## src/rtl/cpu_pkg.sv

```systemverilog
// Shared CPU constants: default register-file geometry and the hardwired zero register.
package cpu_pkg;

    localparam int DW_DEF   = 32;
    localparam int NREG_DEF = 32;
    localparam int REG_ZERO = 0;

endpackage

```

## src/rtl/grf_scoreboard.sv

```systemverilog
// Per-register pending bits: retiring writes clear, issue sets, and set beats clear.
module grf_scoreboard
    import cpu_pkg::*;
#(
    parameter int NREG   = NREG_DEF,
    parameter int AW     = $clog2(NREG),
    parameter int NUM_WR = 2
) (
    input  logic                 clk,
    input  logic                 reset,
    input  logic [NUM_WR-1:0]    wr_en,
    input  logic [NUM_WR*AW-1:0] wr_addr,
    input  logic                 iss_en,
    input  logic [AW-1:0]        iss_addr,
    output logic [NREG-1:0]      pend_vec
);

    logic [NREG-1:0] r_pend;
    logic [NREG-1:0] w_pend_next;

    always_comb begin
        w_pend_next = r_pend;
        for (int j = 0; j < NUM_WR; j++) begin
            if (wr_en[j] && (wr_addr[j*AW +: AW] != AW'(REG_ZERO))) begin
                w_pend_next[wr_addr[j*AW +: AW]] = 1'b0;
            end
        end
        // The issuing instruction is a newer producer than whatever retires now.
        if (iss_en && (iss_addr != AW'(REG_ZERO))) begin
            w_pend_next[iss_addr] = 1'b1;
        end
        w_pend_next[REG_ZERO] = 1'b0;
    end

    always_ff @(posedge clk) begin
        if (reset) begin
            r_pend <= '0;
        end else begin
            r_pend <= w_pend_next;
        end
    end

    assign pend_vec = r_pend;

endmodule

```

## src/rtl/grf_mp_bypass.sv

```systemverilog
// Multi-port GRF with write-to-read bypass, pending scoreboard and optional write trace.
module grf_mp_bypass
    import cpu_pkg::*;
#(
    parameter int DW     = DW_DEF,
    parameter int NREG   = NREG_DEF,
    parameter int AW     = $clog2(NREG),
    parameter int NUM_RD = 2,
    parameter int NUM_WR = 2,
    parameter int TRACE  = 1
) (
    input  logic                 clk,
    input  logic                 reset,
    input  logic [NUM_RD*AW-1:0] rd_addr,
    output logic [NUM_RD*DW-1:0] rd_data,
    output logic [NUM_RD-1:0]    rd_pend,
    input  logic [NUM_WR-1:0]    wr_en,
    input  logic [NUM_WR*AW-1:0] wr_addr,
    input  logic [NUM_WR*DW-1:0] wr_data,
    input  logic [NUM_WR*32-1:0] wr_pc,
    input  logic                 iss_en,
    input  logic [AW-1:0]        iss_addr,
    output logic [NREG-1:0]      pend_vec
);

    logic [DW-1:0]     r_regs [NREG];
    logic [AW-1:0]     w_wa   [NUM_WR];
    logic [DW-1:0]     w_wd   [NUM_WR];
    logic [NUM_WR-1:0] w_wvld;
    logic [NUM_WR-1:0] w_shadowed;

    for (genvar j = 0; j < NUM_WR; j++) begin : g_wr_unpack
        assign w_wa[j]   = wr_addr[j*AW +: AW];
        assign w_wd[j]   = wr_data[j*DW +: DW];
        assign w_wvld[j] = wr_en[j] && (wr_addr[j*AW +: AW] != AW'(REG_ZERO));
    end

    // A port is shadowed when a higher-index port writes the same register.
    always_comb begin
        w_shadowed = '0;
        for (int j = 0; j < NUM_WR; j++) begin
            for (int k = j + 1; k < NUM_WR; k++) begin
                if (w_wvld[k] && (w_wa[k] == w_wa[j])) begin
                    w_shadowed[j] = 1'b1;
                end
            end
        end
    end

    always_ff @(posedge clk) begin
        if (reset) begin
            for (int r = 0; r < NREG; r++) begin
                r_regs[r] <= '0;
            end
        end else begin
            for (int j = 0; j < NUM_WR; j++) begin
                if (w_wvld[j]) begin
                    r_regs[w_wa[j]] <= w_wd[j];
                end
            end
        end
    end

    grf_scoreboard #(
        .NREG   (NREG),
        .AW     (AW),
        .NUM_WR (NUM_WR)
    ) u_scoreboard (
        .clk      (clk),
        .reset    (reset),
        .wr_en    (wr_en),
        .wr_addr  (wr_addr),
        .iss_en   (iss_en),
        .iss_addr (iss_addr),
        .pend_vec (pend_vec)
    );

    for (genvar i = 0; i < NUM_RD; i++) begin : g_rd
        logic [AW-1:0] w_ra;
        logic          w_hit;
        logic [DW-1:0] w_byp;

        assign w_ra = rd_addr[i*AW +: AW];

        // Ascending scan so the highest-index matching port is the one left in w_byp.
        always_comb begin
            w_hit = 1'b0;
            w_byp = '0;
            for (int j = 0; j < NUM_WR; j++) begin
                if (w_wvld[j] && (w_wa[j] == w_ra)) begin
                    w_hit = 1'b1;
                    w_byp = w_wd[j];
                end
            end
        end

        assign rd_data[i*DW +: DW] = (w_ra == AW'(REG_ZERO)) ? '0 :
                                     w_hit                   ? w_byp : r_regs[w_ra];
        assign rd_pend[i] = (w_ra != AW'(REG_ZERO)) && pend_vec[w_ra] && !w_hit;
    end

`ifndef SYNTHESIS
    if (TRACE != 0) begin : g_trace
        always_ff @(posedge clk) begin
            if (!reset) begin
                for (int j = 0; j < NUM_WR; j++) begin
                    if (w_wvld[j] && !w_shadowed[j]) begin
                        $display("@%h: $%d <= %h", wr_pc[j*32 +: 32], w_wa[j], w_wd[j]);
                    end
                end
            end
        end
    end
`endif

endmodule

```

## config.mk

```make
export PLATFORM = sky130hd
export DESIGN_NAME = grf_mp_bypass
export DESIGN_NICKNAME = d
export VERILOG_FILES = /design/src/rtl/cpu_pkg.sv /design/src/rtl/grf_scoreboard.sv /design/src/rtl/grf_mp_bypass.sv
export SDC_FILE = /design/constraint.sdc
export NUM_CORES = 2
export LEC_CHECK = 0
export CORE_MARGIN = 2
export CORE_UTILIZATION = 33
export CTS_CLUSTER_SIZE = 24
export DETAILED_ROUTE_END_ITERATION = 6
export GPL_ROUTABILITY_DRIVEN = 0
export GPL_TIMING_DRIVEN = 0
export HOLD_SLACK_MARGIN = 0.1
export SLEW_MARGIN = 20
export SYNTH_ARGS = -nofsm -noshare
export SYNTH_HDL_FRONTEND = slang
export SYNTH_SLANG_ARGS = --single-unit
```

## constraint.sdc

```tcl
create_clock -name clk -period 3.4 [get_ports clk]
set_clock_uncertainty 0.15 [all_clocks]
set_input_delay 0.85 -clock clk [delete_from_list [all_inputs] [get_ports clk]]
set_output_delay 0.85 -clock clk [all_outputs]
set_load 0.05 [all_outputs]
```

==> results.tsv <==
stage	metric	value	unit
outcome	status	finished with violations	
outcome	violations	design-rule violations, negative setup slack	
timing	hold_viol	0	
setup_path	rr_worst_depth	2	
clock_network	cts-root-buf	clkbuf_16	
timing	setup_ws	-1060	ps
min_path	hp-start	u_scoreboard.pend_vec[30]$_SDFF_PP0_	
pwr	pwr-share-comb	19.6	%
layout	num-nets-final	5276	
floorplan	std_cell_rows	159	
floorplan	core-area	0.187	sq mm
yosys	syn_area	0.0620	sq mm
layout	area_growth	25.0	%
yosys	syn_inst	4689	
pwr	p_total	0.0360	W
timing	drv_slew	0	
place	hpwl	224	mm
clock_network	cts-htree-levels	3	
min_path	hold_depth	2	
layout	postLayoutCoreUtil	41.4	%
yosys	ys.warnings.count	0	
pwr	p_int	0.0253	W
pwr	ir_worst_vdd	0.384	mV
setup_path	cp_max_fo	10	
grt	grt_max_degree	34	
yosys	avgSynthCellArea	13.2	sq um
timing	holdWs	357	ps
floorplan	pin_count	256	
layout	nFillCells	16942	
setup_path	path_cells	clkdlybuf4s15_2 > clkbuf_8 > nor2_4 > clkbuf_4 > a22o_1 > o21ai_0 > a221oi_4 > buf_6	
timing	relSlewSlack	22.5	%
setup_path	max_stage_delay	640	ps
timing	setup_violations	116	
grt	antenna_found_initial	9	
timing	tns	-59520	ps
clock_network	cts.sinks	1055	
setup_path	r2r-start	u_scoreboard.pend_vec[6]$_SDFF_PP0_	
floorplan	start_util	33.1	%
place	portBuffers	173	
clock_network	hold_buffers	0	
routing	drtPass1Iterations	7	
setup_path	regToRegEndpoint	u_scoreboard.pend_vec[6]$_SDFF_PP0_	
setup_path	end_kind	primary output	
flow_run	cap_viol_max_count	0	
clock_network	clock_latency	770	ps
timing	rsz0062_at_grt	yes	
yosys	synth-async-reset-ratio	0	%
setup_path	rrSetupSlack	2260	ps
clock_network	cts_tree	yes	
layout	drive_above_1_share	35.8	%
grt	first_global_vias	50420	
clock_network	clk_pin_slew	70	ps
pwr	p_sw	0.0106	W
grt	overflow	0	
pwr	swShare	29.5	%
routing	routed_wl	298	mm
routing	drt_iter0_drc	8334	
routing	detail-route-antenna-nets	0	
min_path	hold-path-endpoint	u_scoreboard.pend_vec[30]$_SDFF_PP0_	
floorplan	die_x	438	um
pwr	p_leak	26.0	nW
pwr	clkPwrFrac	37.3	%
routing	vias	52387	
yosys	ys_types	51	
yosys	synthFlopType	edfxtp_1	
timing	finalCriticalPeriod	4460	ps
clock_network	cts_buffers	110	
floorplan	die_h	438	um
routing	vias_per_cell	6.79	
setup_path	worstSetupPathType	input port to primary output	
grt	grt_pass1_wl	400	mm
timing	max_freq	224	MHz
pwr	seqPwrFrac	43.1	%
min_path	min_path_type	flip-flop to flip-flop	
yosys	synth_edf_count	1024	
grt	grtUsageTotal	29.9	%
routing	wire_per_inst	38.6	um
setup_path	cp_data_required_time	2400	ps
yosys	ys_seq_area_share	50.6	%
routing	drcViolationCount	14	
setup_path	crit_arrival	3460	ps
pwr	powerDensity	464	mW/mm^2
yosys	synth-seq-cells	1055	
floorplan	dieArea	0.192	sq mm
clock_network	clock_path_buffers	3	
timing	fin_crit_sh	131	%
setup_path	critPathLaunchType	input port	
setup_path	crit_path_top_delay_cell	a221oi_4	
timing	worst_pin_slew	1150	ps
[synth_stat cells (12+ instances only)]
master / instances / area share [%]
a22o_1: 1116 / 16
edfxtp_1: 1024 / 50
mux2_2: 496 / 9.0
clkbuf_1: 493 / 3.0
mux4_2: 278 / 10
o22ai_1: 263 / 2.7
nor3_1: 161 / 1.3
o21ai_0: 137 / 1.1
buf_2: 111 / 0.90
nor2_1: 102 / 0.62
nor4_1: 64 / 0.65
inv_1: 63 / 0.38
a221oi_1: 59 / 0.83
buf_1: 41 / 0.25
or3_1: 36 / 0.36
nand2_1: 35 / 0.21
dfxtp_1: 31 / 1.0
buf_6: 26 / 0.47
nand3_1: 16 / 0.13
xnor2_1: 12 / 0.17
[power by group through the flow]
stage / Clock (W) / Combinational [W] / Sequential (W)
after global placement: 0 / 0.00594 / 0.0157
after CTS: 0.0132 / 0.00665 / 0.0155
after detailed placement: 0 / 0.00610 / 0.0157
after global routing: 0.0137 / 0.00705 / 0.0156
after floorplan: 0 / 0.00368 / 0.0156
final: 0.0134 / 0.00705 / 0.0155
[layout by cell type, fill, tap and decap left out, types with 63 or more instances in the layout]
master           count
mux2_2             496
inv_1               63
nor3_2             111
mux4_2             278
clkbuf_1           324
edfxtp_1          1024
buf_6              120
buf_12              63
clkbuf_16          132
o22ai_1            258
buf_4               96
nor2_1              84
buf_2               68
clkdlybuf4s50_1    100
o21ai_0             86
a22o_1            1116
[cell families after synthesis]
logic type | count (synthesis) | share of synthesized area, %
flip-flops | 1055 | 50.6
multiplexers | 778 | 19.2
buffers and inverters | 741 | 5.06
AO/OA/AOI/OAI | 1601 | 20.7
other | 1 | 0.00604
AND/OR/NAND/NOR | 493 | 4.23
XOR/XNOR | 20 | 0.282
[critical path: cells and delay by family]
kind	cells	cell delay, ps
buffers and inverters	4	1230
AOI/OAI and AO/OA	3	980
and+or+nand+nor	1	350
[worst max-delay path by stage]
stage | endpoint | start | slack (ps)
after floorplan | rd_data[0] | wr_addr[4] | -510
after global placement | rd_data[27] | rd_addr[0] | -3140
after detailed placement | rd_data[60] | rd_addr[5] | -3090
after CTS | rd_data[2] | wr_addr[3] | -850
after global routing | rd_data[53] | wr_addr[4] | -1020
final | rd_data[53] | rd_addr[8] | -1060
[routing by layer]
| metal | up-vias | track usage, % | part of all wire [%] |
|---|---|---|---|
| met3 | 1120 | 8.38 | 13 |
| li1 | 20292 | - | - |
| met1 | 26386 | 34.8 | 33 |
| met2 | 4585 | 45.7 | 44 |
| met4 | 4 | 25.0 | 10 |
| met5 | - | 0 | 0.023 |
[registers in the layout, indices dropped and copies added (netlist names)]
name and flops:
r_regs 1024, u_scoreboard.pend_vec 31
[stage by stage]
stage / setup slack (ps) / cells / area, sq um
after floorplan: -510 / 4721 / 63600
after global placement: -3140 / 7389 / 68400
after detailed placement: -3090 / 7424 / 69300
after CTS: -853 / 7671 / 76800
after global routing: -1020 / 7712 / 77500
final: -1060 / 7715 / 77600
[cell type report]
| cell class | count | area [sq um] | area share (%) |
|---|---|---|---|
| antenna | 9 | 22.5 | 0.0290 |
| inverter | 63 | 236 | 0.305 |
| clock inverter | 73 | 882 | 1.14 |
| timing repair buffer | 303 | 3650 | 4.70 |
| sequential | 1055 | 31400 | 40.5 |
| tap | 2495 | 3120 | 4.03 |
| clock buffer | 132 | 2980 | 3.84 |
| buffer | 660 | 4580 | 5.91 |
| multi-input combinational | 2925 | 30700 | 39.6 |
[timing repair]
item | 4_1_cts | 5_1_grt
gates cloned | 8 | 1
gates resized for setup | 1320 | 127
buffers inserted | 47 | 40
endpoints found under the setup margin | 770 | 387
pin swaps | 100 | 62
Power figures use the tool's default switching activity.
